[config.mk]
export PLATFORM = sky130hd
export DESIGN_NAME = add36_sequencer
export DESIGN_NICKNAME = d
export VERILOG_FILES = /design/src/rtl/add36_sequencer.sv
export SDC_FILE = /design/constraint.sdc
export NUM_CORES = 1
export LEC_CHECK = 0
export ABC_AREA = 1
export CAP_MARGIN = 5
export CORE_MARGIN = 4
export CORE_UTILIZATION = 50
export DETAILED_ROUTE_END_ITERATION = 10
export DONT_BUFFER_PORTS = 1
export SLEW_MARGIN = 20
export SYNTH_ARGS = -nofsm -noshare
export SYNTH_HDL_FRONTEND = slang
export SYNTH_SLANG_ARGS = --single-unit
[constraint.sdc]
create_clock -name clk -period 3.3 [get_ports clk]
set_input_delay 0.66 -clock clk [delete_from_list [all_inputs] [get_ports clk]]
set_output_delay 0.66 -clock clk [all_outputs]
set_load 0.03 [all_outputs]
[src/rtl/add36_sequencer.sv]
// 36-bit adder that time-shares one external 9-bit ripple adder over four slices,
// carrying between slices in a local register and presenting a registered result.
module add36_sequencer (
  input  logic        clk,
  input  logic        rst,
  input  logic        start,
  input  logic [35:0] a,
  input  logic [35:0] b,
  input  logic        cin,
  output logic [8:0]  add_a,
  output logic [8:0]  add_b,
  output logic        add_cin,
  input  logic [8:0]  add_s,
  input  logic        add_cout,
  output logic        busy,
  output logic        done,
  output logic [35:0] sum,
  output logic        cout
);

  typedef enum logic [1:0] {IDLE, RUN, DONE} state_t;

  state_t      state, state_nxt;
  logic [1:0]  cnt;
  logic [35:0] a_lat, b_lat;
  logic        cin_lat;
  logic        carry;

  function automatic logic [8:0] slice9(input logic [35:0] v, input logic [1:0] k);
    case (k)
      2'd0:    slice9 = v[8:0];
      2'd1:    slice9 = v[17:9];
      2'd2:    slice9 = v[26:18];
      default: slice9 = v[35:27];
    endcase
  endfunction

  // Control, carry and result; the result is cleared on reset so an aborted run leaves no partial sum
  always_ff @(posedge clk) begin
    if (rst) begin
      state <= IDLE;
      cnt   <= 2'd0;
      carry <= 1'b0;
      sum   <= 36'd0;
      cout  <= 1'b0;
    end else begin
      state <= state_nxt;
      case (state)
        IDLE: if (start) cnt <= 2'd0;
        RUN: begin
          case (cnt)
            2'd0:    sum[8:0]   <= add_s;
            2'd1:    sum[17:9]  <= add_s;
            2'd2:    sum[26:18] <= add_s;
            default: sum[35:27] <= add_s;
          endcase
          carry <= add_cout;
          cnt   <= cnt + 2'd1;
          if (cnt == 2'd3) cout <= add_cout;
        end
        default: ;
      endcase
    end
  end

  // Operand capture; later input changes cannot disturb a run in progress
  always_ff @(posedge clk) begin
    if (state == IDLE && start) begin
      a_lat   <= a;
      b_lat   <= b;
      cin_lat <= cin;
    end
  end

  always_comb begin
    state_nxt = state;
    add_a     = 9'd0;
    add_b     = 9'd0;
    add_cin   = 1'b0;
    busy      = 1'b0;
    done      = 1'b0;
    case (state)
      IDLE: if (start) state_nxt = RUN;
      RUN: begin
        busy    = 1'b1;
        add_a   = slice9(a_lat, cnt);
        add_b   = slice9(b_lat, cnt);
        add_cin = (cnt == 2'd0) ? cin_lat : carry;
        if (cnt == 2'd3) state_nxt = DONE;
      end
      DONE: begin
        done      = 1'b1;
        state_nxt = IDLE;
      end
      default: state_nxt = IDLE;
    endcase
  end

endmodule

* Yosys cells after proc, flatten, opt, wreduce, memory -nomap -nowiden
Cells that the tools add are included.
** Word-level totals
- Logic and storage cells :: 45
- Input bits :: 86
- Output and inout bits :: 58
- Flip-flop bits (word level) :: 115
** Operators by class
- $add $sub $neg :: 1
- Multiplexer cells :: 13
- Reductions and logical operators :: 12
- Equality and inequality tests :: 7
- Bitwise logic cells :: 1
** Operators with widths (number)
- $pmux W9 S3 :: 2
- $mux W9 :: 2
- $reduce_and A2 Y1 :: 7
- $pmux W2 S2 :: 2
- $eq A2 B2 Y1 const B :: 3
- $mux W2 :: 3
- $eq A2 B1 Y1 const B :: 2
- $logic_not A2 Y1 :: 2
- $mux W1 :: 4
- $ne A2 B2 Y1 const B :: 2
- $reduce_or A3 Y1 :: 1
- $add A2 B1 Y2 const B :: 1
- $reduce_bool A2 Y1 :: 1
- $logic_and A1 B1 Y1 :: 1
- $not A1 Y1 :: 1

* Longest topological paths before layout
- Depth in word-level cells :: 4
- Mapped depth :: 8
- Gate-level depth less buffers :: 6

* Least setup slack after synthesis
OpenSTA, ideal clock, no wires.
- Kind :: input-to-reg
- From :: input start
- To :: register a_lat[0] (enable)
- Buffers on the path :: 0
- Stages :: 2
- Path slack :: 695 ps
- Arrival time :: 2178 ps
- Path through :: nand3_1 > inv_1
** Between the ends
- Word-level cells in the longest chain between the ends :: 1
** RTL lines
- start: declaration :: RTL line 6 : input logic start,
- $logic_and A1 B1 Y1 :: RTL line 68 : if (state == IDLE && start) begin
- end signal: assignment :: RTL line 69 : a_lat <= a;
- end: declaration :: RTL line 25 : logic [35:0] a_lat, b_lat;
Every way passes these cells.
A chain may end at the register's enable or synchronous reset.

* Worst setup path after layout
- From :: register cnt[0]
- To :: output add_a[2]
** Between the ends
- Word-level cells in the longest chain between the ends :: 3
- Elaborated cells on any way between the ends :: 5
- Classes of those cells :: eq/ne (2); mux (2); reduce/logical (1)
** RTL lines
- start: declaration :: RTL line 24 : logic [1:0] cnt;
- start signal: assignment :: RTL line 58 : cnt <= cnt + 2'd1;
- $eq A2 B2 Y1, or another cell as far along :: RTL line 30 : case (k)
- $pmux W9 S3 (*) :: RTL line 30
- $mux W9 (*) :: RTL line 82 : case (state)
- end: declaration :: RTL line 10 : output logic [8:0] add_a,
Every way passes the cells marked *; elsewhere a longest branch is shown, timed or not.

==> impl_metrics.ini <==
[status]
status = complete, no violations

[sta]
slew_violations = 0
hold_viol_final = 0
setup_tns_ns = 0
rsz0062_at_grt = false
fmax_mhz = 354
fin_worst_skew_ns = 0.00825
setup_slack_ns = 0.474
setup_viol = 0
min_period_over_period_pct = 85.6
tightest_slew_ns = 0.561
slew-limit-headroom_pct = 62.4
min_period_ns = 2.83

[clock_network]
cts_root_buf = clkbuf_8
cts_setup_buffers = 0
clkTransAtPathRegs_ns = 0.06
cts_tree = done
htreeDepth = 4
cts_sinks = 115
ctsResizeCount = 0
clock_path_buffers = 2
ctsHoldBuffers = 0
numCtsBuffers = 17
clk_latency_ns = 0.50

[drt]
drc = 0
antenna_left = 0
routedWlPerCell_um = 15.6
drtPass1Iterations = 5
drt_iter0_markers = 89
viasPerCell = 4.88
wl_um = 9490
vias = 2978

[worst_setup_path]
startpoint_type = flip-flop
max_stage_delay_ns = 0.51
critical_path.top_delay_family = adder cells
cpMostUsedCell = nand2_1
arrival_ns = 2.17
cp_num_buf_inv = 2
path_max_fanout = 14
required_ns = 2.64
rrSetupSlack_ns = 1.32
crit_type = flip-flop to output pin
cp_slowest_cell = ha_1
crit_chain = inv_1 > ha_1 > buf_4 > nand2_1 > nand3_1 > nand2_1 > nand2_1
endpoint_kind = output pin

[power]
cellLeakagePower_nw = 2.34
irDropWorstVdd_mv = 0.454
powerDensity_nw_per_um2 = 718

[global_route]
grt_pass1_vias = 2919
grt_pass1_wl_um = 14900
antenna_found_initial = 0
grt_usage_pct = 17.9
grt_max_degree = 63
grt_remaining_overflow = 0

[flow_run]
maxCapViolCount = 0

[finish]
fin_util_pct = 60.1
final_nets = 580
drive_above_1_share_pct = 9.96
final_area_um2 = 5320
diodes = 0
area_growth_pct = 15.3

[placement]
portBuffers = 0
placed_area_um2 = 4700
hpwlAfterDp_um = 6540
preCtsSetupSlack_ns = 0.961
gp_congestion = 0.739

[synth]
synth_cells = 480
ys_types = 20
synth_fp_nets = 571
yosysMostFrequentCell = nand2_1
yosys_register_bits = 115
ys_top_cells_by_count = nand2_1 (184), nor2_1 (77), edfxtp_1 (73)
yosys_warnings = 0
async_reset_ff_share_pct = 0
avgSynthCellArea_um2 = 9.60
syn_area_um2 = 4610
synth_edf_count = 73
synth-seq-area-share_pct = 65.8
synth_ff_type = edfxtp_1
synth.largest_area_cell = edfxtp_1
synth.area.top_cells = edfxtp_1 (48%), dfxtp_1 (18%), nand2_1 (15%)
synth_top_area_share_pct = 47.6

[floorplanning]
die_w_um = 104
placementRows = 34
fp.coreArea_um2 = 8850
die_y_um = 104
die_area_um2 = 10800
ioPinCount = 144
initial_utilization_pct = 52.1

[hold_path]
min_path_type = input pin to flip-flop
[flip-flops by register name, summed over array words and instances, names as in the netlist]
register / flops
a_lat: 36
b_lat: 36
sum: 36
cnt: 2
state: 2
carry: 1
cin_lat: 1
cout: 1
[cells by family (layout without fill, tap and decap cells)]
logic type / count (synthesis) / count (layout) / synth area share [%]
compound gates: 7 / 7 / 0.760
fa+ha+maj: 5 / 5 / 1.36
buf+inv: 62 / 84 / 6.16
simple gates: 291 / 291 / 25.9
flops: 115 / 115 / 65.8
[layout make-up]
| cell class | instances | area [um2] |
|---|---|---|
| Tap cell | 108 | 135 |
| Clock buffer | 17 | 414 |
| Clock inverter | 15 | 205 |
| Inverter | 45 | 171 |
| Multi-Input combinational cell | 303 | 1290 |
| Fill cell | 761 | 3530 |
| Sequential cell | 115 | 3030 |
| Timing Repair Buffer | 7 | 65.1 |
[worst reg2reg max path: cells and delay by family (launching register included)]
family,cells,cell delay (ns)
buffers and inverters,2,0.40
AND/OR/NAND/NOR,4,0.67
flip-flops,1,0.35
adder cells (fa/ha/maj),1,0.51
[layer usage]
metal  GRT usage (%)  share of wire, %  vias up
met1            18.4                39     1332
li1                -                 -     1521
met3            10.1                10       11
met2            30.5                50      114
met4            6.36               1.2        0
met5               0                 0        -
[path summary, 6_finish.rpt]
kind                             start        to  depth (start not counted)
worst max-delay path            cnt[0]  add_a[2]                          7
worst min-delay path               rst  state[0]                          1
worst max register to register  cnt[0]    sum[1]                          7
worst min register to register   carry     carry                          2
[through the flow]
stage | hold slack (ns) | cells | power, mW
4_1_cts | 0.202 | 610 | 3.86
3_3_place_gp | 0.472 | 578 | 1.95
3_5_place_dp | 0.479 | 578 | 1.95
2_1_floorplan | 0.450 | 480 | 1.90
6_report | 0.226 | 610 | 3.82
5_1_grt | 0.188 | 610 | 3.97
[report_power, final]
group | internal, mW | leakage [nW] | switching [mW]
Combinational | 0.0599 | 1.01 | 0.173
Sequential | 1.62 | 1.04 | 0.0667
Clock | 1.23 | 0.295 | 0.663
[layout by cell type, fill, tap and decap left out]
cell type,n
o21ai_0,3
inv_4,1
nor2_8,2
nand2_4,1
buf_4,6
bufinv_16,4
a21oi_1,4
clkbuf_16,16
nand3_1,22
nand2_1,184
dfxtp_1,42
clkinv_4,3
nand3_2,3
clkinv_2,2
nor2_2,1
nor2_1,77
inv_6,3
edfxtp_1,73
inv_1,42
clkbuf_8,1
nand3_4,1
inv_2,2
ha_1,5
clkinvlp_4,3
buf_12,1
Power figures use the tool's default switching activity.
